$ cat src/rtl/mips_mem_pkg.sv
// mips_mem_pkg: shared access-size encodings, FSM states and byte-lane constants for the memory stage.
package mips_mem_pkg;
    localparam logic [1:0] MEM_SIZE_BYTE = 2'b00;
    localparam logic [1:0] MEM_SIZE_HALF = 2'b01;
    localparam logic [1:0] MEM_SIZE_WORD = 2'b10;
    localparam logic [3:0] BE_BYTE0 = 4'b0001;
    localparam logic [3:0] BE_HALF_LO = 4'b0011;
    localparam logic [3:0] BE_HALF_HI = 4'b1100;
    localparam logic [3:0] BE_WORD = 4'b1111;
    typedef enum logic {IDLE = 1'b0, BUSY = 1'b1} state_t;
    // Size 11 is treated as a word access.
    function automatic logic is_word(input logic [1:0] size);
        return size[1];
    endfunction
endpackage

$ cat src/rtl/mem_stage_if.sv
// mem_stage_if: req/ack external memory port between the memory stage (master) and memory (slave).
interface mem_stage_if #(parameter int ADDR_W = 32);
    logic              ext_MemReq;
    logic              ext_MemWe;
    logic [ADDR_W-1:0] ext_MemAddr;
    logic [3:0]        ext_MemBe;
    logic [31:0]       ext_MemWrData;
    logic              ext_MemAck;
    logic [31:0]       ext_MemRdData;
    modport master (output ext_MemReq, ext_MemWe, ext_MemAddr, ext_MemBe, ext_MemWrData,
                    input ext_MemAck, ext_MemRdData);
    modport slave (input ext_MemReq, ext_MemWe, ext_MemAddr, ext_MemBe, ext_MemWrData,
                   output ext_MemAck, ext_MemRdData);
endinterface

$ cat src/rtl/mem_align.sv
// mem_align: combinational byte-lane logic: store byte enables and replication, load extract and extension.
module mem_align
    import mips_mem_pkg::*;
(
    input  logic [1:0]  st_size_i,
    input  logic [1:0]  st_lane_i,
    input  logic [31:0] st_data_i,
    input  logic [1:0]  ld_size_i,
    input  logic        ld_signed_i,
    input  logic [1:0]  ld_lane_i,
    input  logic [31:0] ld_word_i,
    output logic [3:0]  st_be_o,
    output logic [31:0] st_data_o,
    output logic [31:0] ld_data_o
);
    logic [1:0]  ld_sel;
    logic [31:0] ld_shift;
    always_comb begin
        st_be_o   = is_word(st_size_i) ? BE_WORD :
                    st_size_i == MEM_SIZE_HALF ? (st_lane_i[1] ? BE_HALF_HI : BE_HALF_LO) :
                    BE_BYTE0 << st_lane_i;
        st_data_o = is_word(st_size_i) ? st_data_i :
                    st_size_i == MEM_SIZE_HALF ? {2{st_data_i[15:0]}} : {4{st_data_i[7:0]}};
        // Halves ignore addr[0]; words ignore both low bits.
        ld_sel    = is_word(ld_size_i) ? 2'b00 :
                    ld_size_i == MEM_SIZE_HALF ? {ld_lane_i[1], 1'b0} : ld_lane_i;
        ld_shift  = ld_word_i >> {ld_sel, 3'b000};
        ld_data_o = is_word(ld_size_i) ? ld_shift :
                    ld_size_i == MEM_SIZE_HALF ? {{16{ld_signed_i & ld_shift[15]}}, ld_shift[15:0]} :
                    {{24{ld_signed_i & ld_shift[7]}}, ld_shift[7:0]};
    end
endmodule

$ cat src/rtl/mem_stage.sv
// mem_stage: MIPS memory stage with req/ack memory port, stalling while an access is outstanding.
// Define MEM_ALIGN_CHECK_EN to trap misaligned half/word accesses and report them on me_AlignErr.
module mem_stage
    import mips_mem_pkg::*;
#(
    parameter int ADDR_W = 32
) (
    input  logic        clk,
    input  logic        rst_n,
    input  logic        ex_MemRead,
    input  logic        ex_MemWrite,
    input  logic [1:0]  ex_MemSize,
    input  logic        ex_MemSigned,
    input  logic [31:0] ex_AluResult,
    input  logic [31:0] ex_StoreData,
    input  logic        ex_MemRegSel,
    input  logic        ex_RegWriteSel,
    input  logic [4:0]  ex_RegDest,
    mem_stage_if.master ext,
    output logic        me_Stall,
    output logic [31:0] me_ExtMemRdData,
    output logic        me_MemRegSel,
    output logic        me_RegWriteSel,
    output logic [4:0]  me_RegDest,
    output logic [31:0] me_ByData
`ifdef MEM_ALIGN_CHECK_EN
    ,
    output logic        me_AlignErr
`endif
);
    state_t            state_q, state_d;
    logic              we_q, we_d, sgn_q, sgn_d;
    logic [ADDR_W-1:0] addr_q, addr_d;
    logic [3:0]        be_q, be_d;
    logic [31:0]       wdata_q, wdata_d;
    logic [1:0]        size_q, size_d, lane_q, lane_d;
    logic              p_regsel_q, p_regsel_d, p_rw_q, p_rw_d;
    logic [4:0]        p_dest_q, p_dest_d;
    logic [31:0]       p_by_q, p_by_d;
    logic [31:0]       rd_q, rd_d, by_q, by_d;
    logic              regsel_q, regsel_d, rw_q, rw_d;
    logic [4:0]        dest_q, dest_d;
    logic              mem_op, misalign;
    logic [3:0]        st_be;
    logic [31:0]       st_data, ld_data;
`ifdef MEM_ALIGN_CHECK_EN
    logic              align_q, align_d;
    assign me_AlignErr = align_q;
`endif

    mem_align u_align (
        .st_size_i  (ex_MemSize),
        .st_lane_i  (ex_AluResult[1:0]),
        .st_data_i  (ex_StoreData),
        .ld_size_i  (size_q),
        .ld_signed_i(sgn_q),
        .ld_lane_i  (lane_q),
        .ld_word_i  (ext.ext_MemRdData),
        .st_be_o    (st_be),
        .st_data_o  (st_data),
        .ld_data_o  (ld_data)
    );

    assign mem_op             = ex_MemRead | ex_MemWrite;
    assign ext.ext_MemReq     = state_q == BUSY;
    assign ext.ext_MemWe      = we_q;
    assign ext.ext_MemAddr    = addr_q;
    assign ext.ext_MemBe      = be_q;
    assign ext.ext_MemWrData  = wdata_q;
    assign me_Stall           = state_q == BUSY;
    assign me_ExtMemRdData    = rd_q;
    assign me_MemRegSel       = regsel_q;
    assign me_RegWriteSel     = rw_q;
    assign me_RegDest         = dest_q;
    assign me_ByData          = by_q;

    always_comb begin
`ifdef MEM_ALIGN_CHECK_EN
        misalign = (ex_MemSize == MEM_SIZE_HALF && ex_AluResult[0]) ||
                   (is_word(ex_MemSize) && ex_AluResult[1:0] != 2'b00);
        align_d  = 1'b0;
`else
        misalign = 1'b0;
`endif
        state_d    = state_q;
        we_d       = we_q;
        addr_d     = addr_q;
        be_d       = be_q;
        wdata_d    = wdata_q;
        size_d     = size_q;
        sgn_d      = sgn_q;
        lane_d     = lane_q;
        p_regsel_d = p_regsel_q;
        p_rw_d     = p_rw_q;
        p_dest_d   = p_dest_q;
        p_by_d     = p_by_q;
        rd_d       = rd_q;
        regsel_d   = regsel_q;
        dest_d     = dest_q;
        by_d       = by_q;
        rw_d       = 1'b0;
        if (state_q == IDLE) begin
            if (mem_op && !misalign) begin
                state_d    = BUSY;
                we_d       = ex_MemWrite;
                addr_d     = {ex_AluResult[ADDR_W-1:2], 2'b00};
                be_d       = st_be;
                wdata_d    = st_data;
                size_d     = ex_MemSize;
                sgn_d      = ex_MemSigned;
                lane_d     = ex_AluResult[1:0];
                p_regsel_d = ex_MemRegSel;
                p_rw_d     = ex_RegWriteSel;
                p_dest_d   = ex_RegDest;
                p_by_d     = ex_AluResult;
            end else begin
                regsel_d = ex_MemRegSel;
                dest_d   = ex_RegDest;
                by_d     = ex_AluResult;
                rw_d     = ex_RegWriteSel & ~misalign;
`ifdef MEM_ALIGN_CHECK_EN
                align_d  = misalign;
`endif
            end
        end else if (ext.ext_MemAck) begin
            state_d  = IDLE;
            rd_d     = we_q ? 32'h0 : ld_data;
            regsel_d = p_regsel_q;
            dest_d   = p_dest_q;
            by_d     = p_by_q;
            rw_d     = p_rw_q;
        end
    end

    always_ff @(posedge clk) begin
        if (!rst_n) begin
            state_q    <= IDLE;
            we_q       <= 1'b0;
            addr_q     <= '0;
            be_q       <= '0;
            wdata_q    <= '0;
            size_q     <= '0;
            sgn_q      <= 1'b0;
            lane_q     <= '0;
            p_regsel_q <= 1'b0;
            p_rw_q     <= 1'b0;
            p_dest_q   <= '0;
            p_by_q     <= '0;
            rd_q       <= '0;
            regsel_q   <= 1'b0;
            rw_q       <= 1'b0;
            dest_q     <= '0;
            by_q       <= '0;
`ifdef MEM_ALIGN_CHECK_EN
            align_q    <= 1'b0;
`endif
        end else begin
            state_q    <= state_d;
            we_q       <= we_d;
            addr_q     <= addr_d;
            be_q       <= be_d;
            wdata_q    <= wdata_d;
            size_q     <= size_d;
            sgn_q      <= sgn_d;
            lane_q     <= lane_d;
            p_regsel_q <= p_regsel_d;
            p_rw_q     <= p_rw_d;
            p_dest_q   <= p_dest_d;
            p_by_q     <= p_by_d;
            rd_q       <= rd_d;
            regsel_q   <= regsel_d;
            rw_q       <= rw_d;
            dest_q     <= dest_d;
            by_q       <= by_d;
`ifdef MEM_ALIGN_CHECK_EN
            align_q    <= align_d;
`endif
        end
    end
endmodule

$ cat src/flat_wrapper.sv
// flat-port wrapper written by rule: the top's interface ports become plain ports
module mem_stage_flat import mips_mem_pkg::*;
#(
    parameter int ADDR_W = 32
)
  (clk, rst_n, ex_MemRead, ex_MemWrite, ex_MemSize, ex_MemSigned, ex_AluResult, ex_StoreData, ex_MemRegSel, ex_RegWriteSel, ex_RegDest, me_Stall, me_ExtMemRdData, me_MemRegSel, me_RegWriteSel, me_RegDest, me_ByData, ext_ext_MemReq, ext_ext_MemWe, ext_ext_MemAddr, ext_ext_MemBe, ext_ext_MemWrData, ext_ext_MemAck, ext_ext_MemRdData);
  mem_stage_if #(.ADDR_W(ADDR_W)) ext_i ();
  input  logic clk;
  input  logic rst_n;
  input  logic ex_MemRead;
  input  logic ex_MemWrite;
  input  logic [1:0] ex_MemSize;
  input  logic ex_MemSigned;
  input  logic [31:0] ex_AluResult;
  input  logic [31:0] ex_StoreData;
  input  logic ex_MemRegSel;
  input  logic ex_RegWriteSel;
  input  logic [4:0] ex_RegDest;
  output logic me_Stall;
  output logic [31:0] me_ExtMemRdData;
  output logic me_MemRegSel;
  output logic me_RegWriteSel;
  output logic [4:0] me_RegDest;
  output logic [31:0] me_ByData;
  output wire logic [$bits(ext_i.ext_MemReq)-1:0] ext_ext_MemReq;
  output wire logic [$bits(ext_i.ext_MemWe)-1:0] ext_ext_MemWe;
  output wire logic [$bits(ext_i.ext_MemAddr)-1:0] ext_ext_MemAddr;
  output wire logic [$bits(ext_i.ext_MemBe)-1:0] ext_ext_MemBe;
  output wire logic [$bits(ext_i.ext_MemWrData)-1:0] ext_ext_MemWrData;
  input wire logic [$bits(ext_i.ext_MemAck)-1:0] ext_ext_MemAck;
  input wire logic [$bits(ext_i.ext_MemRdData)-1:0] ext_ext_MemRdData;
  assign ext_ext_MemReq = ext_i.ext_MemReq;
  assign ext_ext_MemWe = ext_i.ext_MemWe;
  assign ext_ext_MemAddr = ext_i.ext_MemAddr;
  assign ext_ext_MemBe = ext_i.ext_MemBe;
  assign ext_ext_MemWrData = ext_i.ext_MemWrData;
  assign ext_i.ext_MemAck = ext_ext_MemAck;
  assign ext_i.ext_MemRdData = ext_ext_MemRdData;
  mem_stage #(.ADDR_W(ADDR_W)) u_core (.clk(clk), .rst_n(rst_n), .ex_MemRead(ex_MemRead), .ex_MemWrite(ex_MemWrite), .ex_MemSize(ex_MemSize), .ex_MemSigned(ex_MemSigned), .ex_AluResult(ex_AluResult), .ex_StoreData(ex_StoreData), .ex_MemRegSel(ex_MemRegSel), .ex_RegWriteSel(ex_RegWriteSel), .ex_RegDest(ex_RegDest), .ext(ext_i), .me_Stall(me_Stall), .me_ExtMemRdData(me_ExtMemRdData), .me_MemRegSel(me_MemRegSel), .me_RegWriteSel(me_RegWriteSel), .me_RegDest(me_RegDest), .me_ByData(me_ByData));
endmodule
$ cat config.mk
export PLATFORM = sky130hd
export DESIGN_NAME = mem_stage_flat
export DESIGN_NICKNAME = d
export VERILOG_FILES = /design/src/rtl/mips_mem_pkg.sv /design/src/rtl/mem_stage_if.sv /design/src/rtl/mem_align.sv /design/src/rtl/mem_stage.sv /design/src/flat_wrapper.sv
export SDC_FILE = /design/constraint.sdc
export NUM_CORES = 1
export LEC_CHECK = 0
export ABC_AREA = 1
export BUFFER_PORTS_ARGS = -buffer_cell sky130_fd_sc_hd__buf_2
export CAP_MARGIN = 10
export CELL_PAD_IN_SITES_DETAIL_PLACEMENT = 0
export CELL_PAD_IN_SITES_GLOBAL_PLACEMENT = 1
export CORE_AREA = 2 2 144 146
export CTS_BUF_LIST = sky130_fd_sc_hd__clkbuf_16
export DETAILED_ROUTE_END_ITERATION = 16
export DIE_AREA = 0 0 146 148
export GPL_ROUTABILITY_DRIVEN = 0
export PLACE_DENSITY_LB_ADDON = 0.2
export SYNTH_ARGS = -nofsm -noshare
export SYNTH_HDL_FRONTEND = slang
export SYNTH_HIERARCHICAL = 1
export SYNTH_SLANG_ARGS = --single-unit
$ cat constraint.sdc
create_clock -name clk -period 2.75 [get_ports clk]
set_clock_uncertainty 0.05 [all_clocks]
set_input_delay 0.275 -clock clk [delete_from_list [all_inputs] [get_ports clk]]
set_output_delay 0.275 -clock clk [all_outputs]
set_load 0.005 [all_outputs]
Yosys cells after proc, flatten, opt, wreduce, memory -nomap -nowiden
Index checks and enable logic that the tools add are counted.
Operators by class
  muxes and demuxes: 25
  equality and inequality tests: 4
  reduce and logical (&&, ||, !) cells: 3
  bitwise logic cells: 4
  shifts and indexed selects: 2
Operators by type and width (count)
  $mux 32: 8
  $shr 32x5->32: 1
  $mux 5: 3
  $mux 4: 3
  $mux 1: 10
  $reduce_and 2->1: 3
  $eq 2x1->1 const B: 2
  $shl 1x2->4 const A: 1
  $and 1x1->1: 2
  $mux 2: 1
  $ne 2x1->1 const B: 1
  $ne 2x2->1 const B: 1
  $not 1->1: 1
  $or 1x1->1: 1
Word-level totals
  bits of input ports: 111
  word-level logic and storage cells: 55
  flip-flop bits (word level): 183

Depth between registers and ports, before layout
  depth in word-level cells: 8
  gate-level depth with buffers: 11

Modules after synthesis
Netlist, hierarchy kept.
By module, submodules not included
  mem_stage: sequential area each 3022.9 um2, area an instance 6075.8 um2, times used 1, cells each 872
  mem_align: sequential area each 0.0 um2, area an instance 1234.9 um2, times used 1, cells each 265

Worst setup path after synthesis
No wires, ideal clock.
  path kind: register to register
  start: register u_core.size_q[0]
  end: register u_core.rd_q[22], in the netlist u_core/me_ExtMemRdData[22]
  cell stages (with the launch flop): 12
  setup slack: 1215 ps
  library setup time: 70 ps
  clock period less this slack: 1535 ps
  arrival time: 1414 ps
  cells stage by stage: dfxtp_1 nor2_4 nand2_1 buf_6 nand2_1 nand3_2 nand3_1 nand3_2 buf_6 nand2_1 nand3_1 a21oi_1
Between the ends
  word-level cells in the longest chain between the ends: 8
  elaborated cells between the ends (all ways): 9
RTL lines
  start, declared: line mem_stage.sv:36  | logic [1:0] size_q, size_d, lane_q, lane_d;
  start signal, assigned: line mem_stage.sv:163  | size_q <= size_d;
  $eq 2x1->1 (*): line mem_align.sv:26, mem_align.sv:29
  $mux 1: line mem_align.sv:26  | ld_size_i == MEM_SIZE_HALF ? {ld_lane_i[1], 1'b0} : ld_lane_i;
  $mux 2: line mem_align.sv:25  | ld_sel = is_word(ld_size_i) ? 2'b00 :
  $shr 32x5->32: line mem_align.sv:27  | ld_shift = ld_word_i >> {ld_sel, 3'b000};
  $and 1x1->1 (on tied branches): line mem_align.sv:30, mem_align.sv:29
  $mux 32: line mem_align.sv:29  | ld_size_i == MEM_SIZE_HALF ? {{16{ld_signed_i & ld_shift[15]}}, ld_shift[15:0]} :
  $mux 32 (*): line mem_align.sv:28  | ld_data_o = is_word(ld_size_i) ? ld_shift :
  net u_core.ld_data[22]: line mem_stage.sv:45  | logic [31:0] st_data, ld_data;
  $mux 32 (*): line mem_stage.sv:127  | rd_d = we_q ? 32'h0 : ld_data;
  end signal, assigned: line mem_stage.sv:170  | rd_q <= rd_d;
  end, declared: line mem_stage.sv:40  | logic [31:0] rd_q, rd_d, by_q, by_d;
The timed path passes the listed nets; every way through them passes the cells marked *.
A chain may end at the register's enable or synchronous reset.

Worst setup path after layout
  start: register u_core.size_q[1]
  end: register u_core.rd_q[16], in the netlist u_core/me_ExtMemRdData[16]
Between the ends
  word-level cells in the longest chain between the ends: 8
  elaborated cells between the ends (all ways): 9
RTL lines (line)
  $eq 2x1->1: mem_align.sv:26, mem_align.sv:29
  $mux 1: mem_align.sv:26
  $mux 2: mem_align.sv:25
  $shr 32x5->32: mem_align.sv:27
  $and 1x1->1 (on tied branches): mem_align.sv:30, mem_align.sv:29
  $mux 32: mem_align.sv:29
  $mux 32 (*): mem_align.sv:28
  net u_core.ld_data[16]: mem_stage.sv:45
  $mux 32 (*): mem_stage.sv:127
Marks and branches as above.

==> reports/metrics.csv <==
metric;value;unit
status;finished clean;
finalSetupViolations;0;
crit_type;reg2reg;
clock_latency;0.41;ns
cts_setup_buffers;0;
drt_iter0_markers;375;
cts_tree;done;
first_pass_iters;5;
drt-total-wl;23200;um
dieArea;21600;um2
viasPerCell;4.70;
layout-drive-gt1-share;0.237;
finalWorstPathRequiredPeriod;2.15;ns
finalHoldViolations;0;
cts_buffer_depth;2;
wl_per_cell;14.3;um
p_leak;4.91;nW
final_util;0.462;
hpwl;15700;um
synthCells;1137;
yosysWarnings;6;
maxCapViolCount;0;
start_kind;flop;
ys_async_sr_fraction;0;
p_sw_frac;0.293;
grt_pass1_vias;6985;
synth_area_leader_cell;dfxtp_1;
numPortBuffers;250;
core-area;20000;um2
root_buffer;clkbuf_16;
max_freq;0.466;GHz
synth_ff_type;dfxtp_1;
initial_core_util;0.365;
die_h;148;um
synth_area_leaders;dfxtp_1 41%, nand2_1 16%, nor2_1 11%;
p_sw;1.80;mW
synthToLayoutAreaGrowth;26.5;%
tightest_slew;0.991;ns
path_clk_slew;0.06;ns
synth-edff-count;0;
slew_headroom;0.337;
drc;0;
fin_crit_sh;0.781;
ctsResizeCount;0;
grt_use_total;0.212;
grt_pass1_wl;37100;um
grt_start_max_net_pins;116;
seqPwrFrac;0.404;
setup_ws;0.602;ns
worstSetupEndpointType;flop;
ys_types;29;
syn_area_per_cell;6.43;um2
antenna_found_initial;3;
syn-cell-area;7310;um2
drtAntennaViolNets;0;
vias;7614;
internal-power;4.35;mW
cts.sinks;151;
die_w;146;um
required;3.02;ns
rows;52;
setup_tns;0;ns
hold_path_class;in2reg;
htree_levels;4;
post-place-ws;0.655;ns
ir_worst_vdd;507;uV
cp_max_fo;19;
grt-ovfl-total;0;
numCtsBuffers;17;
hold_depth;3;
comb_power_share;0.186;
nets;1446;
seq_area_frac_synth;0.413;
synth_top_area_frac;0.413;
drv_slew;0;
r2r_cells;10;
ys_ff_latch;151;
p_per_area;666;nW/um2
p_clk_frac;0.409;
rsz0062_at_grt;false;
num_io_pins;253;
ctsHoldBuffers;0;
arrival;2.42;ns
power by group through the flow:
stage / Clock, mW / Combinational, mW / Sequential [mW]
CTS: 2.58 / 1.16 / 2.49
floorplan: 0 / 0.704 / 2.54
global placement: 0 / 1.16 / 2.53
finish: 2.52 / 1.15 / 2.49
global route: 2.69 / 1.31 / 2.52
detailed placement: 0 / 1.15 / 2.54
registers in the layout, indices dropped and copies added, names as in the netlist, 2 cells and up:
signal                    flops
u_core/ext.ext_MemWrData     32
u_core/ext.ext_MemBe          4
u_core/size_q                 2
u_core/me_ExtMemRdData       32
u_core/me_RegDest             5
u_core/p_dest_q               5
u_core/p_by_q                31
u_core/me_ByData             32
critical path, stage by stage, from the launching register on:
cell     delay, ns
dfxtp_1       0.33
buf_4         0.19
inv_2         0.13
nand2_4       0.16
inv_2         0.21
nand3_1       0.13
nand3_1       0.12
nand3_2       0.32
nand2_1       0.15
nand3_1       0.09
a21oi_1       0.18
routing by layer:
metal | wire length, um | share of wire | vias up | GRT usage
met5 | 0 | 0 | - | 0
met4 | 328 | 0.014 | 0 | 0.0714
met3 | 1490 | 0.064 | 22 | 0.0559
met2 | 10600 | 0.46 | 213 | 0.333
met1 | 10700 | 0.46 | 3414 | 0.283
li1 | - | - | 3965 | -
Yosys cell counts, types with 2 or more instances:
cell and instances:
nand2_1 317, nor2_1 209, dfxtp_1 151, o21ai_0 91
a21oi_1 84, nand3_1 79, inv_1 65, clkbuf_1 38
buf_2 24, buf_4 19, o21ai_1 10, o21bai_1 8
or2_2 7, buf_1 6, inv_2 5, or2_0 5
buf_6 3, mux2i_1 3, nand3_2 2, o211ai_1 2
kinds of logic (layout without fill, tap and decap cells):
kind of cell,after synthesis,count (layout),share of synthesized area
DFF,151,151,0.413
AOI/OAI and AO/OA,198,198,0.140
muxes,3,3,0.00411
buffers and inverters,161,371,0.0996
and+or+nand+nor,623,623,0.342
other,1,5,0.000513
cell type report:
cell class	instances	area, um2
Inverter	71	267
Sequential cell	151	3020
Timing Repair Buffer	268	1400
Antenna cell	3	7.51
Multi-Input combinational cell	826	3590
Clock inverter	15	200
Clock buffer	17	425
Tap cell	270	338
Fill cell	2195	10800
worst paths after layout:
| check | from | to | slack, ns |
|---|---|---|---|
| worst min-delay path | ex_AluResult[6] | u_core/p_by_q[6] | 0.06 |
| worst min register to register | u_core/me_ExtMemRdData[12] | u_core/me_ExtMemRdData[12] | 0.41 |
| worst max register to register | u_core/size_q[1] | u_core/me_ExtMemRdData[16] | 0.60 |
| worst max-delay path | u_core/size_q[1] | u_core/me_ExtMemRdData[16] | 0.60 |
placed cells by master (no fill, tap or decap), types with 4 or more instances in the layout:
| cell | count |
|---|---|
| o21bai_1 | 8 |
| inv_6 | 4 |
| dfxtp_1 | 150 |
| nand3_1 | 79 |
| nand2_1 | 315 |
| buf_2 | 249 |
| o21ai_1 | 10 |
| a21oi_1 | 84 |
| buf_4 | 18 |
| nor2_1 | 209 |
| bufinv_16 | 4 |
| inv_1 | 67 |
| clkbuf_16 | 17 |
| or2_0 | 5 |
| or2_2 | 7 |
| inv_2 | 5 |
| o21ai_0 | 91 |
per-stage QoR:
stage / hold slack (ns) / total power, mW / cells / cell area (um2)
after detailed placement: 0.404 / 3.69 / 1586 / 8620
after global routing: 0.0530 / 6.52 / 1620 / 9250
after floorplan: 0.360 / 3.25 / 1138 / 7310
after global placement: 0.400 / 3.69 / 1586 / 8620
after CTS: 0.0413 / 6.23 / 1618 / 9240
final: 0.0561 / 6.16 / 1621 / 9250
(Power assumes the default switching activity.)
